$ cat src/rtl/bt_cmd_uart_seq.sv
`default_nettype none
// ============================================================================
// Module      : bt_cmd_uart_seq
// Description : Streams a ROM-held command out as 8N1 UART frames and flags
//               reception of the response terminator byte on RX.
// Revision    : 1.0 - initial release
// ============================================================================
module bt_cmd_uart_seq #(
   parameter int         BAUD_DIV  = 2604,
   parameter logic [7:0] TERM_BYTE = 8'h0A
) (
   input  logic       clk,
   input  logic       rst,
   input  logic       send,
   input  logic [4:0] cmd_start,
   input  logic [3:0] cmd_len,
   output logic [4:0] rom_addr,
   input  logic [7:0] rom_data,
   output logic       TX,
   input  logic       RX,
   output logic       busy,
   output logic       resp_rcvd
);

   localparam int                 c_CNT_W     = $clog2(BAUD_DIV);
   localparam logic [c_CNT_W-1:0] c_BIT_LAST  = c_CNT_W'(BAUD_DIV - 1);
   localparam logic [c_CNT_W-1:0] c_BIT_EARLY = c_CNT_W'(BAUD_DIV - 2);
   localparam logic [c_CNT_W-1:0] c_HALF_LAST = c_CNT_W'(BAUD_DIV / 2 - 1);

   typedef enum logic [2:0] {
      TX_IDLE  = 3'd0,
      TX_FETCH = 3'd1,
      TX_LOAD  = 3'd2,
      TX_SHIFT = 3'd3,
      TX_NEXT  = 3'd4
   } tx_state_t;

   typedef enum logic [1:0] {
      RX_IDLE  = 2'd0,
      RX_START = 2'd1,
      RX_DATA  = 2'd2,
      RX_STOP  = 2'd3
   } rx_state_t;

   tx_state_t          r_tx_state, w_tx_next;
   logic [4:0]         r_addr;
   logic [3:0]         r_remaining;
   logic [9:0]         r_frame;
   logic [c_CNT_W-1:0] r_tx_cnt;
   logic [3:0]         r_tx_bit;

   logic w_start, w_tx_tick, w_tx_done;

   assign w_start   = send && (cmd_len != 4'd0);
   assign w_tx_tick = (r_tx_cnt == c_BIT_LAST);
   // Leave the stop bit one cycle early so NEXT/FETCH/LOAD leave a 2-cycle gap.
   assign w_tx_done = (r_tx_bit == 4'd9) && (r_tx_cnt == c_BIT_EARLY);

   always_comb begin
      w_tx_next = r_tx_state;
      case (r_tx_state)
         TX_IDLE:  if (w_start) w_tx_next = TX_FETCH;
         TX_FETCH: w_tx_next = TX_LOAD;
         TX_LOAD:  w_tx_next = TX_SHIFT;
         TX_SHIFT: if (w_tx_done) w_tx_next = TX_NEXT;
         TX_NEXT:  w_tx_next = (r_remaining == 4'd1) ? TX_IDLE : TX_FETCH;
         default:  w_tx_next = TX_IDLE;
      endcase
   end

   always_ff @(posedge clk) begin
      if (rst) r_tx_state <= TX_IDLE;
      else     r_tx_state <= w_tx_next;
   end

   always_ff @(posedge clk) begin
      if (rst) begin
         r_addr      <= 5'd0;
         r_remaining <= 4'd0;
         r_frame     <= '1;
         r_tx_cnt    <= '0;
         r_tx_bit    <= 4'd0;
      end else begin
         case (r_tx_state)
            TX_IDLE: begin
               if (w_start) begin
                  r_addr      <= cmd_start;
                  r_remaining <= cmd_len;
               end
            end
            TX_LOAD: begin
               r_frame  <= {1'b1, rom_data, 1'b0};
               r_tx_cnt <= '0;
               r_tx_bit <= 4'd0;
            end
            TX_SHIFT: begin
               if (w_tx_tick) begin
                  r_tx_cnt <= '0;
                  r_tx_bit <= r_tx_bit + 4'd1;
                  r_frame  <= {1'b1, r_frame[9:1]};
               end else begin
                  r_tx_cnt <= r_tx_cnt + 1'b1;
               end
            end
            TX_NEXT: begin
               r_remaining <= r_remaining - 4'd1;
               r_addr      <= r_addr + 5'd1;
            end
            default: ;
         endcase
      end
   end

   assign TX       = r_frame[0];
   assign busy     = (r_tx_state != TX_IDLE);
   assign rom_addr = r_addr;

   rx_state_t          r_rx_state, w_rx_next;
   logic               r_rx_meta, r_rx_sync, r_rx_last;
   logic [c_CNT_W-1:0] r_rx_cnt;
   logic [3:0]         r_rx_bit;
   logic [7:0]         r_rx_shift;
   logic               r_resp;

   logic w_rx_fall, w_rx_half, w_rx_tick;

   assign w_rx_fall = r_rx_last & ~r_rx_sync;
   assign w_rx_half = (r_rx_cnt == c_HALF_LAST);
   assign w_rx_tick = (r_rx_cnt == c_BIT_LAST);

   always_comb begin
      w_rx_next = r_rx_state;
      case (r_rx_state)
         RX_IDLE:  if (w_rx_fall) w_rx_next = RX_START;
         RX_START: if (w_rx_half) w_rx_next = r_rx_sync ? RX_IDLE : RX_DATA;
         RX_DATA:  if (w_rx_tick && r_rx_bit == 4'd7) w_rx_next = RX_STOP;
         RX_STOP:  if (w_rx_tick) w_rx_next = RX_IDLE;
         default:  w_rx_next = RX_IDLE;
      endcase
   end

   always_ff @(posedge clk) begin
      if (rst) r_rx_state <= RX_IDLE;
      else     r_rx_state <= w_rx_next;
   end

   always_ff @(posedge clk) begin
      if (rst) begin
         r_rx_meta  <= 1'b1;
         r_rx_sync  <= 1'b1;
         r_rx_last  <= 1'b1;
         r_rx_cnt   <= '0;
         r_rx_bit   <= 4'd0;
         r_rx_shift <= 8'd0;
         r_resp     <= 1'b0;
      end else begin
         r_rx_meta <= RX;
         r_rx_sync <= r_rx_meta;
         r_rx_last <= r_rx_sync;
         r_resp    <= 1'b0;
         case (r_rx_state)
            RX_IDLE: begin
               r_rx_cnt <= '0;
               r_rx_bit <= 4'd0;
            end
            RX_START: r_rx_cnt <= w_rx_half ? '0 : r_rx_cnt + 1'b1;
            RX_DATA: begin
               if (w_rx_tick) begin
                  r_rx_cnt   <= '0;
                  r_rx_bit   <= r_rx_bit + 4'd1;
                  r_rx_shift <= {r_rx_sync, r_rx_shift[7:1]};
               end else begin
                  r_rx_cnt <= r_rx_cnt + 1'b1;
               end
            end
            RX_STOP: begin
               if (w_rx_tick) begin
                  r_rx_cnt <= '0;
                  r_resp   <= r_rx_sync && (r_rx_shift == TERM_BYTE);
               end else begin
                  r_rx_cnt <= r_rx_cnt + 1'b1;
               end
            end
            default: ;
         endcase
      end
   end

   assign resp_rcvd = r_resp;

endmodule
`default_nettype wire

$ cat config.mk
export PLATFORM = sky130hd
export DESIGN_NAME = bt_cmd_uart_seq
export DESIGN_NICKNAME = d
export VERILOG_FILES = /design/src/rtl/bt_cmd_uart_seq.sv
export SDC_FILE = /design/constraint.sdc
export NUM_CORES = 1
export LEC_CHECK = 0
export ABC_AREA = 1
export CORE_MARGIN = 2
export CORE_UTILIZATION = 52
export DETAILED_ROUTE_END_ITERATION = 10
export PLACE_DENSITY_LB_ADDON = 0.08
export SLEW_MARGIN = 20
export SYNTH_ARGS = -nofsm -noshare
export SYNTH_HDL_FRONTEND = slang
export SYNTH_SLANG_ARGS = --single-unit
$ cat constraint.sdc
create_clock -name clk -period 1.45 [get_ports clk]
set_input_delay 0.145 -clock clk [delete_from_list [all_inputs] [get_ports clk]]
set_output_delay 0.145 -clock clk [all_outputs]
set_load 0.03 [all_outputs]
# Word-level counts from Yosys, hierarchy flattened
# Cells that the tools add are included.
[op_classes]
add_sub_neg = 6
eq_ne = 23
n_mux = 25
bitwise = 4
reduce_logical = 19
[ops]
columns = ["op", "count"]
rows = [
  ["12-bit equality test, second input constant", 3],
  ["12-bit two-way mux", 3],
  ["12-bit one-hot mux with 3 select lines", 1],
  ["12-bit by 1-bit adder with 12-bit output, second input constant", 2],
  ["12-bit one-hot mux with 2 select lines", 1],
  ["4-bit one-hot mux with 2 select lines", 3],
  ["10-bit one-hot mux with 2 select lines", 1],
  ["2-bit != test, second input constant", 8],
  ["3-bit one-hot mux with 5 select lines", 1],
  ["12-bit by 11-bit equality test with 1-bit output, second input constant", 1],
  ["4-bit two-way mux", 3],
  ["10-bit two-way mux", 1],
  ["2-bit two-way mux", 5],
  ["5-bit one-hot mux with 2 select lines", 1],
  ["2-bit AND reduction", 5],
  ["4-bit by 1-bit adder with 4-bit output, second input constant", 2],
  ["8-bit by 4-bit equality test with 1-bit output, second input constant", 1],
  ["2-bit one-hot mux with 4 select lines", 1],
  ["3-bit by 2-bit equality test with 1-bit output, second input constant", 2],
  ["3-bit two-way mux", 2],
  ["2-bit nonzero test", 3],
  ["5-bit by 1-bit adder with 5-bit output, second input constant", 1],
  ["5-bit two-way mux", 1],
  ["2-bit equality test, second input constant", 2],
  ["other kinds (18)", 23],
]
[totals]
reg_bits = 68
output_inout_bits = 8

# Longest topological paths before layout
# Gate-level depths: netlist of run 1.
[depth]
ltp_word = 4
ltp_mapped = 10

# Worst setup path before layout of run 1
# Ideal clock, no wire load.
[synth_timing]
kind = "register to register"
start = "register r_rx_cnt[0]"
end = "register r_rx_shift[3]"
t_arrival_ns = 1.319
t_required_ns = 1.333
setup_slack_ns = 0.014
path_stages_with_launch = 10
path_cell_list = "dfxtp_1 -> ha_1 -> nand2_1 -> nor2_1 -> nand3_2 -> nor2_4 -> inv_1 -> buf_6 -> o21ai_1 -> a21oi_1"
[synth_between]
elab_chain_cells = 2
[synth_lines]
columns = ["element", "line_no", "text"]
rows = [
  ["start: declaration", "120", "logic [c_CNT_W-1:0] r_rx_cnt;"],
  ["start signal: assignment", "166", "RX_START: r_rx_cnt <= w_rx_half ? '0 : r_rx_cnt + 1'b1;"],
  ["start signal: assignment", "173", "r_rx_cnt <= r_rx_cnt + 1'b1;"],
  ["start signal: assignment", "181", "r_rx_cnt <= r_rx_cnt + 1'b1;"],
  ["12-bit equality test", "129", "assign w_rx_tick = (r_rx_cnt == c_BIT_LAST);"],
  ["2-bit AND reduction (no line)", "n/a", ""],
  ["end signal: assignment", "171", "r_rx_shift <= {r_rx_sync, r_rx_shift[7:1]};"],
  ["end: declaration", "122", "logic [7:0] r_rx_shift;"],
]
# No other way between the ends.
# A chain may end at the register's enable or synchronous reset.

==> impl_metrics.json, run 1 <==
{
  "outcome": "finished, violations left",
  "violations": "negative setup slack",
  "finalMaxSlewViolations": 0,
  "routed_via_density": 5.22,
  "period_share_pct": 103,
  "syn-cell-area_sq_um": 3410,
  "initial_core_util_pct": 53.7,
  "cts_max_level": 3,
  "finClkSkew_ns": 0.00591,
  "hold_viol_final": 0,
  "grt-ovfl-total": 0,
  "vias": 3306,
  "worstReg2RegStart": "r_rx_cnt[1]$_SDFF_PP0_",
  "setup_ws_ns": -0.0427,
  "root_buffer": "clkbuf_8",
  "rows": 29,
  "cts_sinks": 67,
  "relSlewSlack_pct": 72.7,
  "yosys_warnings": 0,
  "grt_setup_unrepaired": "yes",
  "start_kind": "register",
  "place_inst": 606,
  "synthFlopType": "dfxtp_1",
  "port_buffers": 28,
  "wl_mm": 7.80,
  "die-area_sq_um": 7220,
  "ir_drop_v": 0.000738,
  "leakage_uw": 0.00181,
  "yosysSeqAreaShare_pct": 39.3,
  "finalSetupTns_ns": -0.0905,
  "drtIter0Drc": 165,
  "core_area_sq_um": 6350,
  "grt_usage_pct": 22.0,
  "antenna_found_initial": 0,
  "r2r_cells": 11,
  "syn_inst": 485,
  "drive_gt1_share_pct": 19.1,
  "worst-r2r-setup-slack_ns": -0.04,
  "final.min_clock_period_ns": 1.49,
  "worstHoldPathType": "input pin to register",
  "cp_data_required_time_ns": 1.69,
  "ant_nets": 0,
  "die-height_um": 85.0,
  "drt_pass1_iterations": 7,
  "cts_buffers": 9,
  "synth_cell_types": 35,
  "whs_path_depth": 2,
  "finalNetCount": 582,
  "drcViolationCount": 0,
  "critPathKind": "register to register",
  "end_kind": "register",
  "place_congestion": 0.796,
  "syn-num-nets": 516,
  "max_cap_violations": 0,
  "grt_start_max_net_pins": 26,
  "grt_pass1_vias": 3051,
  "die_x_um": 85.0,
  "stdcell_count": 633,
  "hold_end": "r_rx_meta$_SDFF_PP1_",
  "avgSynthCellArea_sq_um": 7.03,
  "hpwl_mm": 5.10,
  "ys_ff_latch": 67,
  "timing.fmax_mhz": 670,
  "clk_latency_ns": 0.34,
  "synthToLayoutAreaGrowth_pct": 27.4,
  "power_density_nw_per_um2": 986,
  "cts.path.max_buffers": 2,
  "clk_pin_slew_worst_paths_ns": 0.07,
  "fillers": 549,
  "diodes": 0,
  "synth-edff-count": 0,
  "path_max_fanout": 3,
  "p_total_uw": 4280,
  "grt_pass1_wl_mm": 13.1,
  "io_pins": 29,
  "cts_tree": "built",
  "ys_async_sr_fraction_pct": 0,
  "tightest_slew_ns": 0.409,
  "min_from": "RX",
  "drt-wirelength-per-cell_um": 12.3,
  "critical_path_arrival_ns": 1.73,
  "setup_viol": 4
}
-- metrics by stage --
stage	utilization [%]	instance area (sq um)	setup WS (ns)	hold WS (ns)
2_1_floorplan	-	3410	0.0138	0.249
3_3_place_gp	62.3	3950	-0.0933	0.406
3_5_place_dp	62.3	3950	-0.155	0.400
4_1_cts	65.9	4190	-0.0376	0.360
5_1_grt	68.4	4350	-0.148	0.366
6_report	68.4	4350	-0.0427	0.367
-- cell usage after synthesis, types with 4 or more instances --
library cell	count	share of area (%)
nand4_1	12	2.2
dfxtp_1	67	39
o21ai_0	34	5.0
nand2_1	111	12
clkbuf_1	6	0.66
nor3_1	9	1.3
buf_2	4	0.59
nor4_1	4	0.73
ha_1	10	3.7
xnor2_1	4	1.0
a21oi_1	35	5.1
nand3b_1	4	0.88
nand2_2	6	1.1
xor2_1	8	2.1
nor2_1	60	6.6
nand3_1	35	5.1
inv_1	47	5.2
-- state kept, by name (all words and copies together) (netlist names), named ones only --
signal       flops
r_rx_bit         4
r_rx_state       1
r_tx_bit         4
r_frame          9
r_tx_cnt        12
r_remaining      4
rom_addr         5
r_rx_meta        1
r_rx_shift       8
r_rx_last        1
resp_rcvd        1
r_rx_cnt        12
r_rx_sync        1
r_tx_state       3
-- timing repair --
item                       CTS  global route
buffers inserted             5             4
pin swaps                    5            16
gates resized for setup     22            43
cloned                       1             1
hold buffers                 0             0
setup endpoints to repair   16            53
-- layout make-up --
cell class              instances  area (sq um)  share of cell area (%)
clock buffers                  13           139                    3.20
clock inverters                 3          15.0                   0.346
inverters                      49           193                    4.43
multi-input cells             355          1940                    44.7
flip-flops and latches         67          1350                    31.1
well taps                      77          96.3                    2.22
repair buffers                 68           603                    13.9
repair inverters                1          7.51                   0.173
-- report_power, final --
group          total, uW  leakage (uW)  internal [uW]  switching, uW
registers           2030      0.000547           1940           83.9
logic                951       0.00118            382            569
clock network       1310     0.0000812            615            691
-- how the worst max path moves through the flow --
stage,from,endpoint,slack [ns]
final,r_rx_cnt[1]$_SDFF_PP0_,register,-0.04
after global routing,r_rx_cnt[5]$_SDFF_PP0_,r_rx_cnt[9]$_SDFF_PP0_,-0.15
after CTS,r_rx_cnt[1]$_SDFF_PP0_,r_rx_shift[1]$_SDFFE_PP0P_,-0.04
after detailed placement,cmd_len[0],r_remaining[2]$_SDFFE_PP0P_,-0.16
after global placement,cmd_len[0],r_remaining[2]$_SDFFE_PP0P_,-0.09
after floorplan,r_rx_cnt[0]$_SDFF_PP0_,r_rx_shift[3]$_SDFFE_PP0P_,0.01
-- critical path, stage by stage (launching register included) --
cell     delay [ns]
dfxtp_2        0.34
buf_4          0.14
inv_4          0.05
ha_4           0.12
nand2_1        0.05
nor2_1         0.11
nand3_1        0.12
nand2_2        0.12
buf_6          0.11
nand4_1        0.09
nand3_1        0.10
nand2_1        0.04
-- metal layers --
layer,GRT usage [%],wire (um)
met1,29.1,3640
met2,35.4,3790
met3,4.38,248
met4,8.66,132
met5,0,0
-- layout by cell type (no fill, tap or decap), types with 3 or more instances in the layout --
cell and instances:
nand2_1 106, nor3_1 7, buf_4 35, nor4_1 4, o21ai_0 28, nand2_2 9
nor2_1 53, buf_6 3, xnor2_1 4, clkbuf_1 4, nand3b_1 4, dfxtp_1 61
ha_1 7, a21oi_1 35, o21ai_2 3, nand4_1 12, nand3_1 34, o21ai_1 7
dlygate4sd2_1 7, nand3_4 4, xor2_1 8, dfxtp_2 5, inv_1 44, nand2_4 3
clkdlybuf4s50_1 20, nor2_2 7, clkinv_2 3, clkbuf_8 9, nor2_4 4
-- logic make-up after synthesis --
logic type / synth area share [%]
XOR/XNOR: 3.08
adder cells (fa/ha/maj): 3.67
AND/OR/NAND/NOR: 34.2
buffers and inverters: 8.07
flip-flops: 39.3
AO/OA/AOI/OAI: 11.7
Note: power is estimated with default switching activity, not from simulation.
==> inputs of run 2 (changes only) <==
==> constraint.sdc (replaced) <==
create_clock -name clk -period 1.45 [get_ports clk]
set_input_delay 0.145 -clock clk [delete_from_list [all_inputs] [get_ports clk]]
set_output_delay 0.145 -clock clk [all_outputs]
set_load 0.005 [all_outputs]
==> run 2 against run 1 <==
Compared with the run above: the run still ends with negative setup slack left; clock power grew 27%; cell area rose by 1.6%; wire length shrank 1.9%; core utilization increased by 1.1 points; worst hold slack gained 0.012 ns; highest routed layer unchanged.
==> impl_metrics.json, run 2 (synthesis results as in run 1) <==
{
  "outcome": "finished, violations left",
  "violations": "negative setup slack",
  "power_density_nw_per_um2": 1030,
  "die-height_um": 85.0,
  "drcViolationCount": 0,
  "period_share_pct": 102,
  "drt-wirelength-per-cell_um": 12.1,
  "leakage_uw": 0.00181,
  "slowest_delay_ns": 0.34,
  "timing.fmax_mhz": 676,
  "worstPathCellList": "buf_4 > inv_4 > ha_4 > nand2_1 > nor2_1 > nand3_1 > nand2_2 > buf_6 > nand4_1 > nand3_1 > nand2_1",
  "drive_gt1_share_pct": 19.5,
  "setup_ws_ns": -0.0296,
  "worstHoldPathType": "input pin to register",
  "grt-ovfl-total": 0,
  "final_cell_mix": "nand2_1, dfxtp_1, nor2_1",
  "finClkSkew_ns": 0.00660,
  "final_common_cell": "nand2_1",
  "tightest_slew_ns": 0.472,
  "p_total_uw": 4570,
  "path_max_fanout": 3,
  "place_congestion": 0.810,
  "cp_data_required_time_ns": 1.68,
  "finalNetCount": 580,
  "antenna_found_initial": 0,
  "place_inst": 605,
  "cts_sinks": 67,
  "root_buffer": "clkbuf_8",
  "hpwl_mm": 5.01,
  "cts_buffers": 9,
  "die_x_um": 85.0,
  "reg_top3": "r_rx_cnt x12, r_tx_cnt x12, r_frame x9",
  "hold_slack_ns": 0.379,
  "diodes": 0,
  "finalMaxSlewViolations": 0,
  "rows": 29,
  "wl_mm": 7.65,
  "clk_pin_slew_worst_paths_ns": 0.07,
  "end_kind": "register",
  "initial_core_util_pct": 53.7,
  "ant_nets": 0,
  "critical_path_arrival_ns": 1.71,
  "drt_pass1_iterations": 5,
  "crit_path_top_delay_cell": "dfxtp_2",
  "grt_setup_unrepaired": "yes",
  "die-area_sq_um": 7220,
  "grt_pass1_wl_mm": 12.4,
  "hold_viol_final": 0,
  "vias": 3277,
  "synthToLayoutAreaGrowth_pct": 29.4,
  "critPathKind": "register to register",
  "finalSetupTns_ns": -0.0724,
  "start_kind": "register",
  "clk_latency_ns": 0.34,
  "max_cap_violations": 0,
  "routed_via_density": 5.20,
  "final.min_clock_period_ns": 1.48,
  "setup_viol": 4,
  "drtIter0Drc": 145,
  "grt_pass1_vias": 2921,
  "cts_tree": "built",
  "cts_max_level": 3,
  "relSlewSlack_pct": 68.3,
  "grt_usage_pct": 20.9,
  "stdcell_count": 630,
  "ir_drop_v": 0.000782,
  "core_area_sq_um": 6350,
  "port_buffers": 28,
  "grt_start_max_net_pins": 21,
  "cts.path.max_buffers": 2,
  "io_pins": 29
}
## run 2: worst paths after layout
check / from / slack, ns / endpoint / cells after the start
worst max-delay path: r_rx_cnt[1]$_SDFF_PP0_ / -0.03 / register / 11
worst min-delay path: RX / 0.38 / r_rx_meta$_SDFF_PP1_ / 2
worst max register to register: r_rx_cnt[1]$_SDFF_PP0_ / -0.03 / register / 11
worst min register to register: r_rx_meta$_SDFF_PP1_ / 0.41 / r_rx_sync$_SDFF_PP1_ / 1
## run 2: routing by layer
| metal | vias to the layer above | wire length, um | track usage [%] |
|---|---|---|---|
| met4 | 0 | 77 | 8.23 |
| met5 | - | 0 | 0 |
| met2 | 44 | 3730 | 33.8 |
| met1 | 1514 | 3600 | 27.6 |
| li1 | 1712 | - | - |
| met3 | 7 | 249 | 3.79 |
## run 2: timing repair
| action | in CTS | in global routing |
|---|---|---|
| endpoints found under the setup margin | 7 | 49 |
| setup buffers | 5 | 3 |
| cloned | 1 | 1 |
| hold buffers | 0 | 0 |
| pin swaps | 1 | 9 |
| gates resized for setup | 14 | 40 |
## run 2: power breakdown
group	leakage, uW	internal [uW]	switching [uW]
Clock	0.000109	975	687
Sequential	0.000547	1950	83.6
Combinational	0.00115	390	481
## run 2: layout make-up
class,count,area [sq um]
flip-flops and latches,67,1350
fillers,511,1940
clock buffers,14,183
well taps,77,96.3
clock inverters,1,30.0
repair buffers,66,609
inverters,49,190
repair inverters,1,7.51
multi-input cells,355,1940
## run 2: stage by stage
| step | setup WS [ns] | util (%) | instance area (sq um) |
|---|---|---|---|
| global route | -0.154 | 69.5 | 4410 |
| finish | -0.0296 | 69.5 | 4410 |
| CTS | -0.0154 | 66.8 | 4240 |
| floorplan | 0.0138 | - | 3410 |
| detailed placement | -0.199 | 62.1 | 3950 |
| global placement | -0.0957 | 62.1 | 3950 |
## run 2: critical path, delay by kind of cell, from the launching register on
kind	cells	cell delay, ns
adder cells (fa/ha/maj)	1	0.12
buffers and inverters	3	0.30
flip-flops	1	0.34
AND/OR/NAND/NOR	7	0.62
